### config.mk
export PLATFORM = sky130hd
export DESIGN_NAME = mem_access_unit
export DESIGN_NICKNAME = d
export VERILOG_FILES = /design/src/rtl/mem_access_unit_pkg.sv /design/src/rtl/mem_store_align.sv /design/src/rtl/mem_access_unit.sv
export SDC_FILE = /design/constraint.sdc
export NUM_CORES = 1
export LEC_CHECK = 0
export BUFFER_PORTS_ARGS = -buffer_cell sky130_fd_sc_hd__buf_2
export CAP_MARGIN = 20
export CORE_ASPECT_RATIO = 0.6
export CORE_MARGIN = 4
export CORE_UTILIZATION = 43
export CTS_CLUSTER_SIZE = 24
export DETAILED_ROUTE_END_ITERATION = 12
export GPL_TIMING_DRIVEN = 0
export PLACE_DENSITY = 0.95
export SETUP_SLACK_MARGIN = 0.02
export SYNTH_ARGS = -nofsm -noshare
export SYNTH_HDL_FRONTEND = slang
export SYNTH_HIERARCHICAL = 1
export SYNTH_SLANG_ARGS = --single-unit
### constraint.sdc
create_clock -name clock -period 2.55 [get_ports clock]
set_input_delay 0.51 -clock clock [delete_from_list [all_inputs] [get_ports clock]]
set_output_delay 0.51 -clock clock [all_outputs]
set_load 0.01 [all_outputs]
### src/rtl/mem_access_unit_pkg.sv
// Shared definitions for the MEM-stage data-memory access unit:
// FSM state encoding, store-size encodings, timeout default and bus-error word.
package mem_access_unit_pkg;

  typedef enum logic [1:0] {
    ST_IDLE = 2'd0,
    ST_WAIT = 2'd1,
    ST_DONE = 2'd2
  } state_e;

  typedef enum logic [1:0] {
    SO_BYTE     = 2'b00,
    SO_HALF     = 2'b01,
    SO_WORD     = 2'b10,
    SO_WORD_ALT = 2'b11
  } store_opt_e;

  localparam int unsigned TIMEOUT_DEFAULT = 15;
  localparam logic [31:0] BUS_ERR_WORD    = 32'hDEADBEEF;

endpackage

### src/rtl/mem_store_align.sv
// Store lane steering: byte enables and lane-replicated write data
// from store size, the low address bits and the raw store operand.
module mem_store_align
  import mem_access_unit_pkg::*;
(
  input  logic [1:0]  store_option_i,
  input  logic [1:0]  addr_lo_i,
  input  logic [31:0] data_i,
  output logic [3:0]  be_o,
  output logic [31:0] wdata_o
);

  always_comb begin
    be_o    = 4'b1111;
    wdata_o = data_i;
    case (store_opt_e'(store_option_i))
      SO_BYTE: begin
        be_o    = 4'b0001 << addr_lo_i;
        wdata_o = {4{data_i[7:0]}};
      end
      SO_HALF: begin
        be_o    = addr_lo_i[1] ? 4'b1100 : 4'b0011;
        wdata_o = {2{data_i[15:0]}};
      end
      default: begin
        be_o    = 4'b1111;
        wdata_o = data_i;
      end
    endcase
  end

endmodule

### src/rtl/mem_access_unit.sv
// MEM-stage data-memory access unit: ready-handshaked memory port, pipeline
// stall and write-enable gating. Optional wait timeout under DMEM_TIMEOUT_EN.
module mem_access_unit
  import mem_access_unit_pkg::*;
#(
  parameter int unsigned TIMEOUT = TIMEOUT_DEFAULT
) (
  input  logic        clock,
  input  logic        reset,
  input  logic        ME_MemRead,
  input  logic        ME_MemWrite,
  input  logic [31:0] ME_ALUResult,
  input  logic [31:0] ME_StoreData,
  input  logic [1:0]  ME_store_option,
  input  logic        ME_WriteEnable_in,
  output logic        ME_WriteEnable,
  output logic [31:0] ME_Dout,
  output logic        ME_Stall,
  output logic        dmem_req,
  output logic        dmem_we,
  output logic [31:0] dmem_addr,
  output logic [3:0]  dmem_be,
  output logic [31:0] dmem_wdata,
  input  logic        dmem_ready,
  input  logic [31:0] dmem_rdata,
  output logic        ME_BusErr
);

  state_e      state_q, state_d;
  logic [31:0] rdata_q, rdata_d;
  logic        req;
  logic        memop;
  logic        is_load;
  logic [3:0]  be;
  logic [31:0] wdata;

`ifdef DMEM_TIMEOUT_EN
  localparam int unsigned CNT_W = $clog2(TIMEOUT + 1);
  logic [CNT_W-1:0] cnt_q, cnt_d;
  logic             buserr_q, buserr_d;
`endif

  assign memop   = ME_MemRead | ME_MemWrite;
  assign is_load = ME_MemRead & ~ME_MemWrite;

  mem_store_align u_align (
    .store_option_i (ME_store_option),
    .addr_lo_i      (ME_ALUResult[1:0]),
    .data_i         (ME_StoreData),
    .be_o           (be),
    .wdata_o        (wdata)
  );

  always_comb begin
    state_d = state_q;
    rdata_d = rdata_q;
    req     = 1'b0;
`ifdef DMEM_TIMEOUT_EN
    cnt_d    = '0;
    buserr_d = buserr_q;
`endif
    case (state_q)
      ST_IDLE: begin
        if (memop) begin
          req = 1'b1;
          if (dmem_ready) begin
            state_d = ST_DONE;
            if (is_load) rdata_d = dmem_rdata;
          end else begin
            state_d = ST_WAIT;
          end
        end
      end
      ST_WAIT: begin
        req = 1'b1;
        if (dmem_ready) begin
          state_d = ST_DONE;
          if (is_load) rdata_d = dmem_rdata;
        end else begin
`ifdef DMEM_TIMEOUT_EN
          // Abort on the TIMEOUT-th WAIT cycle; a same-cycle ready takes the branch above.
          cnt_d = cnt_q + 1'b1;
          if (cnt_d == CNT_W'(TIMEOUT)) begin
            state_d  = ST_DONE;
            rdata_d  = BUS_ERR_WORD;
            buserr_d = 1'b1;
            cnt_d    = '0;
          end
`endif
        end
      end
      ST_DONE: state_d = ST_IDLE;
      default: state_d = ST_IDLE;
    endcase
  end

  always_ff @(posedge clock) begin
    if (!reset) begin
      state_q <= ST_IDLE;
      rdata_q <= '0;
`ifdef DMEM_TIMEOUT_EN
      cnt_q    <= '0;
      buserr_q <= 1'b0;
`endif
    end else begin
      state_q <= state_d;
      rdata_q <= rdata_d;
`ifdef DMEM_TIMEOUT_EN
      cnt_q    <= cnt_d;
      buserr_q <= buserr_d;
`endif
    end
  end

  // Reset forces the pipeline-facing outputs low in the same cycle.
  assign dmem_req       = reset & req;
  assign ME_Stall       = reset & memop & (state_q != ST_DONE);
  assign ME_WriteEnable = reset & ME_WriteEnable_in & ~ME_Stall;
  assign ME_Dout        = (reset && state_q == ST_DONE && is_load) ? rdata_q : '0;
  assign dmem_we        = dmem_req & ME_MemWrite;
  assign dmem_addr      = {ME_ALUResult[31:2], 2'b00};
  assign dmem_be        = ME_MemWrite ? be : '0;
  assign dmem_wdata     = wdata;

`ifdef DMEM_TIMEOUT_EN
  assign ME_BusErr = reset & buserr_q;
`else
  assign ME_BusErr = 1'b0;
`endif

endmodule

==> results_dict.tcl, run 1 <==
set metrics [dict create \
    fmax_ghz 0.4702 \
    ys_seq_area_share_pct 26.77 \
    rsz0062_at_grt "false" \
    ys_types 27 \
    drt-wirelength-per-cell_um 13.71 \
    syn-cell-area_um2 2542 \
    remaining_drc_errors 0 \
    async_reset_ff_share_pct 0 \
    start_kind "primary input" \
    grt_pass1_vias 2489 \
    synth_flop_cell "dfxtp_1" \
    crit_fanout 10 \
    cts_hold_buffers 0 \
    clock-sinks 34 \
    avgSynthCellArea_um2 7.871 \
    end_kind "output port" \
    layout_common_cells "buf_2 (179), nand2_1 (72), buf_4 (42), mux2i_1 (40)" \
    numCtsBuffers 5 \
    rows 21 \
    slew_viol_final 0 \
    clock_latency_ns 0.28 \
    syn_to_final_growth_pct 42.08 \
    chipWidth_um 107.3 \
    cap_violations 0 \
    critPathRequiredTime_ns 2.04 \
    firstDrtPassIters 5 \
    period_share_pct 83.40 \
    slew_headroom_pct 62.93 \
    drt_wl_total_um 8050 \
    drive_gt1_share_pct 51.08 \
    gp_congestion 0.7318 \
    grt_usage_pct 20.33 \
    hold_viol_final 0 \
    dieArea_um2 7247 \
    min_path_type "primary input to flip-flop" \
    min_period_ns 2.127 \
    multi_input_area_um2 1255 \
    worst_slack_ns 0.4233 \
    synth_seq_cells 34 \
    post_cts_buffers 0 \
    skew_ns 0.003613 \
    grt_first_pass_wirelength_um 11740 \
    grt_max_degree 11 \
    finalSetupTns_ns 0 \
    syn_inst 323 \
    drt_first_iter_violations 103 \
    regArea_um2 680.7 \
    yosys_warnings 6 \
    io_buffers 174 \
    nNetsFinal 610 \
    coreArea_um2 5649 \
    die_y_um 67.56 \
    mostFrequentLayoutCell "buf_2" \
    dp.cells 579 \
    post-dp-hpwl_um 6755 \
    instances_no_fill 587 \
    gr-total-overflow 0 \
    fillCellCount 519 \
    cts_tree "done" \
    p_leak_uw 0.001799 \
    post-place-ws_ns 0.4229 \
    final-setup-viol-count 0 \
    avgViaCountPerCell 4.578 \
    status "finished clean" \
    clock_tree.root_cell "clkbuf_8" \
    io-pin-count 209 \
    diodes 0 \
    hold-worst-slack_ns 0.4152 \
    path_class "primary input to output port" \
    ant_nets 0 \
    htreeDepth 2 \
    cts_resized 0 \
    start_util_pct 45.01 \
    clockBufferDepth 2 \
    antenna_found_initial 0 \
    synth_edf_count 0 \
    max-vdd-ir-drop_mv 0.2023 \
    worstMarginPinSlew_ns 0.5560 \
    p_per_area_nw_per_um2 383.0 \
    crit_arrival_ns 1.62 \
    num_vias 2687 \
    clkTransAtPathRegs_ns 0.07 \
]
[final timing paths]
path / from / depth (start not counted) / slack (ns) / to
worst max-delay path: ME_MemWrite / 6 / 0.42 / ME_Dout[3]
worst min-delay path: dmem_ready / 2 / 0.42 / state_q[0]$_SDFFE_PN0P_
worst max register to register: state_q[1]$_SDFFE_PN0P_ / 4 / 1.23 / rdata_q[7]$_SDFFE_PN0P_
worst min register to register: rdata_q[11]$_SDFFE_PN0P_ / 2 / 0.46 / rdata_q[11]$_SDFFE_PN0P_
[cell type report]
cell class	instances	share of cell area [%]
Tap cell	80	2.771
Buffer	64	13.47
Inverter	34	3.533
Clock buffer	7	2.390
Clock inverter	1	0.1386
Timing Repair Buffer	174	24.11
Sequential cell	34	18.84
Multi-Input combinational cell	193	34.74
[flip-flops by register name, summed over array words and instances (netlist names)]
name,cells
rdata_q,32
state_q,2
[synth_stat cells (2+ instances only)]
cell,count,area [um^2]
nor2b_1,2,12.51
dfxtp_1,34,680.7
nor4bb_1,2,20.02
nor2_1,2,7.510
and2_1,4,25.02
mux2i_1,40,400.4
buf_12,3,60.06
o21ai_2,8,70.07
nand2_1,72,270.3
o21bai_1,4,30.03
mux2_2,15,168.9
buf_6,3,33.78
buf_2,5,25.02
clkbuf_1,10,37.54
buf_4,42,315.3
nor3_1,33,165.2
inv_1,34,127.6
[report_power, final]
part           internal, uW  switching (uW)  total [uW]
Clock                   218             196         414
Combinational           208             202         410
Sequential              550            10.2         560
[stage by stage]
stage / total power, uW / util [%] / instance area, um^2
2_1_floorplan: 812.7 / - / 2550
3_3_place_gp: 968.3 / 62.33 / 3521
3_5_place_dp: 981.0 / 62.33 / 3521
4_1_cts: 1395 / 63.94 / 3612
5_1_grt: 1453 / 63.94 / 3612
6_report: 1383 / 63.94 / 3612
[per-layer routing]
layer | vias to the layer above | global-route usage [%] | wire length [um]
met5 | - | 0 | 0
met4 | 0 | 5.582 | 62
met3 | 9 | 3.725 | 415
met2 | 84 | 34.11 | 4059
met1 | 1235 | 27.05 | 3513
li1 | 1359 | - | -
[critical path: stages]
cell and delay [ns]:
buf_2 0.15, nand4bb_1 0.18, clkbuf_1 0.15, buf_2 0.21
nor3_1 0.22, buf_2 0.18
[cells by family after synthesis]
kind of cell	synth area share, %
DFF	26.77
other	0.1475
and+or+nand+nor	21.56
muxes	22.83
AOI/OAI and AO/OA	4.528
buffers and inverters	24.16
Note: power is estimated with default switching activity, not from simulation.
==> run 2, diff against run 1 <==
CORE_UTILIZATION = 39   (was 43)
PLACE_DENSITY = 0.92   (was 0.95)
clock period = 2.15 ns   (was 2.55 ns; I/O delays follow)
==> results_dict.tcl, run 2 (synthesized netlist as in run 1, its figures left out) <==
set metrics [dict create \
    finalSetupTns_ns 0 \
    start_kind "flip-flop" \
    dpl_cell_area_um2 3526 \
    post_cts_buffers 0 \
    crit_fanout 10 \
    die_y_um 70.54 \
    firstDrtPassIters 4 \
    critPathRequiredTime_ns 1.72 \
    cp_common_cell "buf_2" \
    numCtsBuffers 5 \
    p_leak_uw 0.001800 \
    drt_wl_total_um 8370 \
    grt_max_degree 11 \
    hold_viol_final 0 \
    coreArea_um2 6221 \
    htreeDepth 2 \
    avgViaCountPerCell 4.470 \
    fillCellCount 595 \
    clock_tree.root_cell "clkbuf_8" \
    rsz0062_at_grt "false" \
    worst_slack_ns 0.1750 \
    min_period_ns 1.975 \
    fmax_ghz 0.5063 \
    dieArea_um2 7917 \
    diodes 0 \
    skew_ns 0.004506 \
    post-place-ws_ns 0.1599 \
    cap_violations 0 \
    status "finished clean" \
    crit_buf_inv 3 \
    io_buffers 174 \
    end_kind "output port" \
    nNetsFinal 610 \
    remaining_drc_errors 0 \
    path_class "flip-flop to output port" \
    gp_congestion 0.8401 \
    io-pin-count 209 \
    num_vias 2642 \
    clkTransAtPathRegs_ns 0.07 \
    rows 22 \
    grt_pass1_vias 2634 \
    max-vdd-ir-drop_mv 0.2212 \
    cts_tree "done" \
    antenna_found_initial 0 \
    cpPeakStageDelay_ns 0.32 \
    utilization_pct 58.17 \
    start_util_pct 40.87 \
    slew_viol_final 0 \
    drive_gt1_share_pct 51.28 \
    slowest_stage "dfxtp_1" \
    syn_to_final_growth_pct 42.32 \
    clockBufferDepth 2 \
    crit_arrival_ns 1.54 \
    grt_first_pass_wirelength_um 13010 \
    p_per_area_nw_per_um2 452.8 \
    drt-wirelength-per-cell_um 14.16 \
    crit_family "buffers and inverters" \
    gr-total-overflow 0 \
    chipWidth_um 112.2 \
    post-dp-hpwl_um 7060 \
    dp.cells 583 \
    largestRegisters "rdata_q: 32 flops, state_q: 2 flops" \
    design_area_um2 3618 \
    mostFrequentLayoutCell "buf_2" \
    layout_common_cells "buf_2 (179), nand2_1 (72), buf_4 (42), mux2i_1 (40), inv_1 (34)" \
    largest-register "rdata_q" \
    ant_nets 0 \
    crit_chain "nand4bb_1 > clkbuf_1 > buf_2 > nor3_1 > buf_2" \
    largest_reg_flops 32 \
    instances_no_fill 591 \
    final-setup-viol-count 0 \
    drt_first_iter_violations 140 \
    period_share_pct 91.86 \
    clock-sinks 34 \
    grt_usage_pct 20.08 \
    clock_latency_ns 0.28 \
    min_path_type "primary input to flip-flop" \
]
==> run 2: cell types whose count changed in the layout (fill, tap and decap cells not counted) <==
cell	change
dfxtp_1	-1
dfxtp_2	+1
==> run 2: routing by layer <==
metal	GRT usage [%]	vias to the layer above	share of wire [%]
li1	-	1360	-
met1	26.59	1187	44
met3	4.017	6	6.1
met2	34.32	89	49
met5	0	-	0
met4	4.000	0	0.72
==> run 2: final timing paths <==
check                                               from                  endpoint  slack (ns)  cells past startpoint
worst min register to register  rdata_q[31]$_SDFFE_PN0P_  rdata_q[31]$_SDFFE_PN0P_        0.46                      2
worst max-delay path             state_q[0]$_SDFFE_PN0P_                ME_Dout[2]        0.18                      5
worst max register to register   state_q[1]$_SDFFE_PN0P_   rdata_q[2]$_SDFFE_PN0P_        0.86                      4
worst min-delay path                          dmem_ready   state_q[0]$_SDFFE_PN0P_        0.34                      2
==> run 2: area by class of cell <==
cell class	count	area, um^2	share of cell area, %
timing repair buffer	174	870.8	24.07
multi-input combinational	193	1255	34.68
tap	84	105.1	2.905
buffer	64	486.7	13.45
clock inverter	1	5.005	0.1383
inverter	34	127.6	3.527
clock buffer	7	86.33	2.386
sequential	34	681.9	18.85
==> run 2: power by group <==
group / switching, uW / internal (uW)
combinational: 240 / 246
sequential: 12.7 / 652
clock: 228 / 258
total: 482 / 1160
==> run 2: metrics by stage <==
step / hold slack, ns / total power (uW)
after floorplan: 0.4347 / 963.9
after detailed placement: 0.4476 / 1165
after CTS: 0.3232 / 1660
final: 0.3371 / 1639
after global routing: 0.3322 / 1729
after global placement: 0.4416 / 1151
==> run 2: timing repair <==
| item | CTS | global route |
|---|---|---|
| gates resized for setup | 0 | 1 |
| endpoints found under the setup margin | 0 | 3 |
| hold buffers | 0 | 0 |
==> run 3, diff against run 2 <==
CORE_UTILIZATION = 30   (was 39)
PLACE_DENSITY = 0.76   (was 0.92)
==> results_dict.tcl, run 3 (synthesized netlist as in run 1, its figures left out) <==
set metrics [dict create \
    die_y_um 79.31 \
    ant_nets 0 \
    gr-total-overflow 0 \
    drt_first_iter_violations 35 \
    cts_hold_buffers 0 \
    start_util_pct 31.50 \
    io-pin-count 209 \
    mostFrequentLayoutCell "buf_2" \
    clock_tree.root_cell "clkbuf_16" \
    drt-wirelength-per-cell_um 13.49 \
    hold_viol_final 0 \
    coreArea_um2 8070 \
    io_buffers 174 \
    remaining_drc_errors 0 \
    slowest_stage "dfxtp_1" \
    drt_wl_total_um 8297 \
    gp_congestion 0.8126 \
    r2r_cells 4 \
    clkTransAtPathRegs_ns 0.05 \
    status "finished clean" \
    r2r-end "rdata_q[7]$_SDFFE_PN0P_" \
    clockBufferDepth 2 \
    cts_tree "done" \
    path_class "flip-flop to output port" \
    comb_power_share_pct 25.8 \
    cts_resized 0 \
    clock_latency_ns 0.28 \
    antenna_found_initial 0 \
    worst_slack_ns 0.1595 \
    slew_viol_final 0 \
    post_cts_buffers 0 \
    crit_arrival_ns 1.56 \
    grt_first_pass_wirelength_um 12810 \
    clkPwrFrac_pct 38.6 \
    firstDrtPassIters 5 \
    p_per_area_nw_per_um2 504.2 \
    p_int_uw 1358 \
    endpoint "ME_Dout[5]" \
    num_vias 2649 \
    slew_headroom_pct 63.28 \
    worstMarginPinSlew_ns 0.5508 \
    min_period_ns 1.990 \
    avgViaCountPerCell 4.307 \
    grt_pass1_vias 2567 \
    rsz0062_at_grt "false" \
    htreeDepth 2 \
    skew_ns 0.003212 \
    clock-sinks 34 \
    numCtsBuffers 5 \
    dpl_cell_area_um2 3556 \
    syn_to_final_growth_pct 45.67 \
    cap_violations 0 \
    grt_max_degree 11 \
    fmax_ghz 0.5024 \
    crit_family "buffers and inverters" \
    p_leak_uw 0.001825 \
    crit_fanout 10 \
    start_kind "flip-flop" \
    finalSetupTns_ns 0 \
    crit_buf_inv 3 \
    switching_share_pct 27.28 \
    rrSetupSlack_ns 0.82 \
    layout_common_cells "buf_2 (179), nand2_1 (72), buf_4 (42), mux2i_1 (40)" \
    max-vdd-ir-drop_mv 0.2701 \
    post-place-ws_ns 0.2037 \
    p_switching_uw 509.4 \
    largestRegisters "rdata_q: 32 flops, state_q: 2 flops" \
    chipWidth_um 126.8 \
    critPathRequiredTime_ns 1.72 \
    design_area_um2 3704 \
    period_share_pct 92.58 \
    post-dp-hpwl_um 7064 \
    dieArea_um2 10060 \
    end_kind "output port" \
    diodes 0 \
    largest-register "rdata_q" \
    seq_power_share_pct 35.6 \
    min_path_type "primary input to flip-flop" \
    r2r-start "state_q[1]$_SDFFE_PN0P_" \
    rows 25 \
    largest_reg_flops 32 \
    drive_gt1_share_pct 51.08 \
    final-setup-viol-count 0 \
    nNetsFinal 610 \
    cp-startpoint "state_q[1]$_SDFFE_PN0P_" \
    crit_cells 5 \
    cp_common_cell "buf_2" \
    grt_usage_pct 15.72 \
    cpPeakStageDelay_ns 0.42 \
    crit_chain "nand4bb_1 > clkbuf_1 > buf_2 > nor3_1 > buf_2" \
]
run 3: layer usage:
layer	track usage, %	vias up	share of wire (%)
met3	3.763	5	5.2
met5	0	-	0
met2	25.42	62	49
met1	21.36	1221	46
met4	3.212	0	0.53
li1	-	1361	-
run 3: final cells by class:
| type | instances | area (um^2) |
|---|---|---|
| Clock inverter | 1 | 5.005 |
| Clock buffer | 7 | 142.6 |
| Inverter | 34 | 127.6 |
| Tap cell | 108 | 135.1 |
| Timing Repair Buffer | 174 | 870.8 |
| Fill cell | 837 | 4367 |
| Multi-Input combinational cell | 193 | 1255 |
| Buffer | 64 | 486.7 |
| Sequential cell | 34 | 680.7 |
run 3: power groups by stage:
stage | combinational, uW | clock, uW | sequential [uW]
after floorplan | 289 | 0 | 675
after global placement | 475 | 0 | 677
after detailed placement | 486 | 0 | 678
after CTS | 487 | 742 | 665
after global routing | 528 | 784 | 667
final | 482 | 720 | 665
run 3: how the worst min path moves through the flow:
stage,slack (ns),cells after the start,from,to
finish,0.34,2,dmem_ready,state_q[0]$_SDFFE_PN0P_
global route,0.36,2,dmem_ready,state_q[0]$_SDFFE_PN0P_
CTS,0.34,2,dmem_ready,state_q[0]$_SDFFE_PN0P_
detailed placement,0.45,2,rdata_q[2]$_SDFFE_PN0P_,rdata_q[2]$_SDFFE_PN0P_
global placement,0.44,2,rdata_q[5]$_SDFFE_PN0P_,rdata_q[5]$_SDFFE_PN0P_
floorplan,0.43,2,rdata_q[0]$_SDFFE_PN0P_,rdata_q[0]$_SDFFE_PN0P_
run 3: per-stage QoR:
| step | util (%) | instances | power (uW) | hold slack [ns] |
|---|---|---|---|---|
| 6_report | 45.89 | 615 | 1867 | 0.3415 |
| 5_1_grt | 45.89 | 615 | 1980 | 0.3562 |
| 4_1_cts | 45.89 | 615 | 1894 | 0.3357 |
| 3_5_place_dp | 44.06 | 607 | 1164 | 0.4481 |
| 3_3_place_gp | 44.06 | 607 | 1152 | 0.4418 |
| 2_1_floorplan | - | 325 | 963.9 | 0.4347 |
run 3: worst reg2reg max path, delay by kind of cell, from the launching register on:
family                 cells  cell delay, ns
buffers and inverters      2            0.40
and+or+nand+nor            1            0.30
DFF                        1            0.35
muxes                      1            0.20
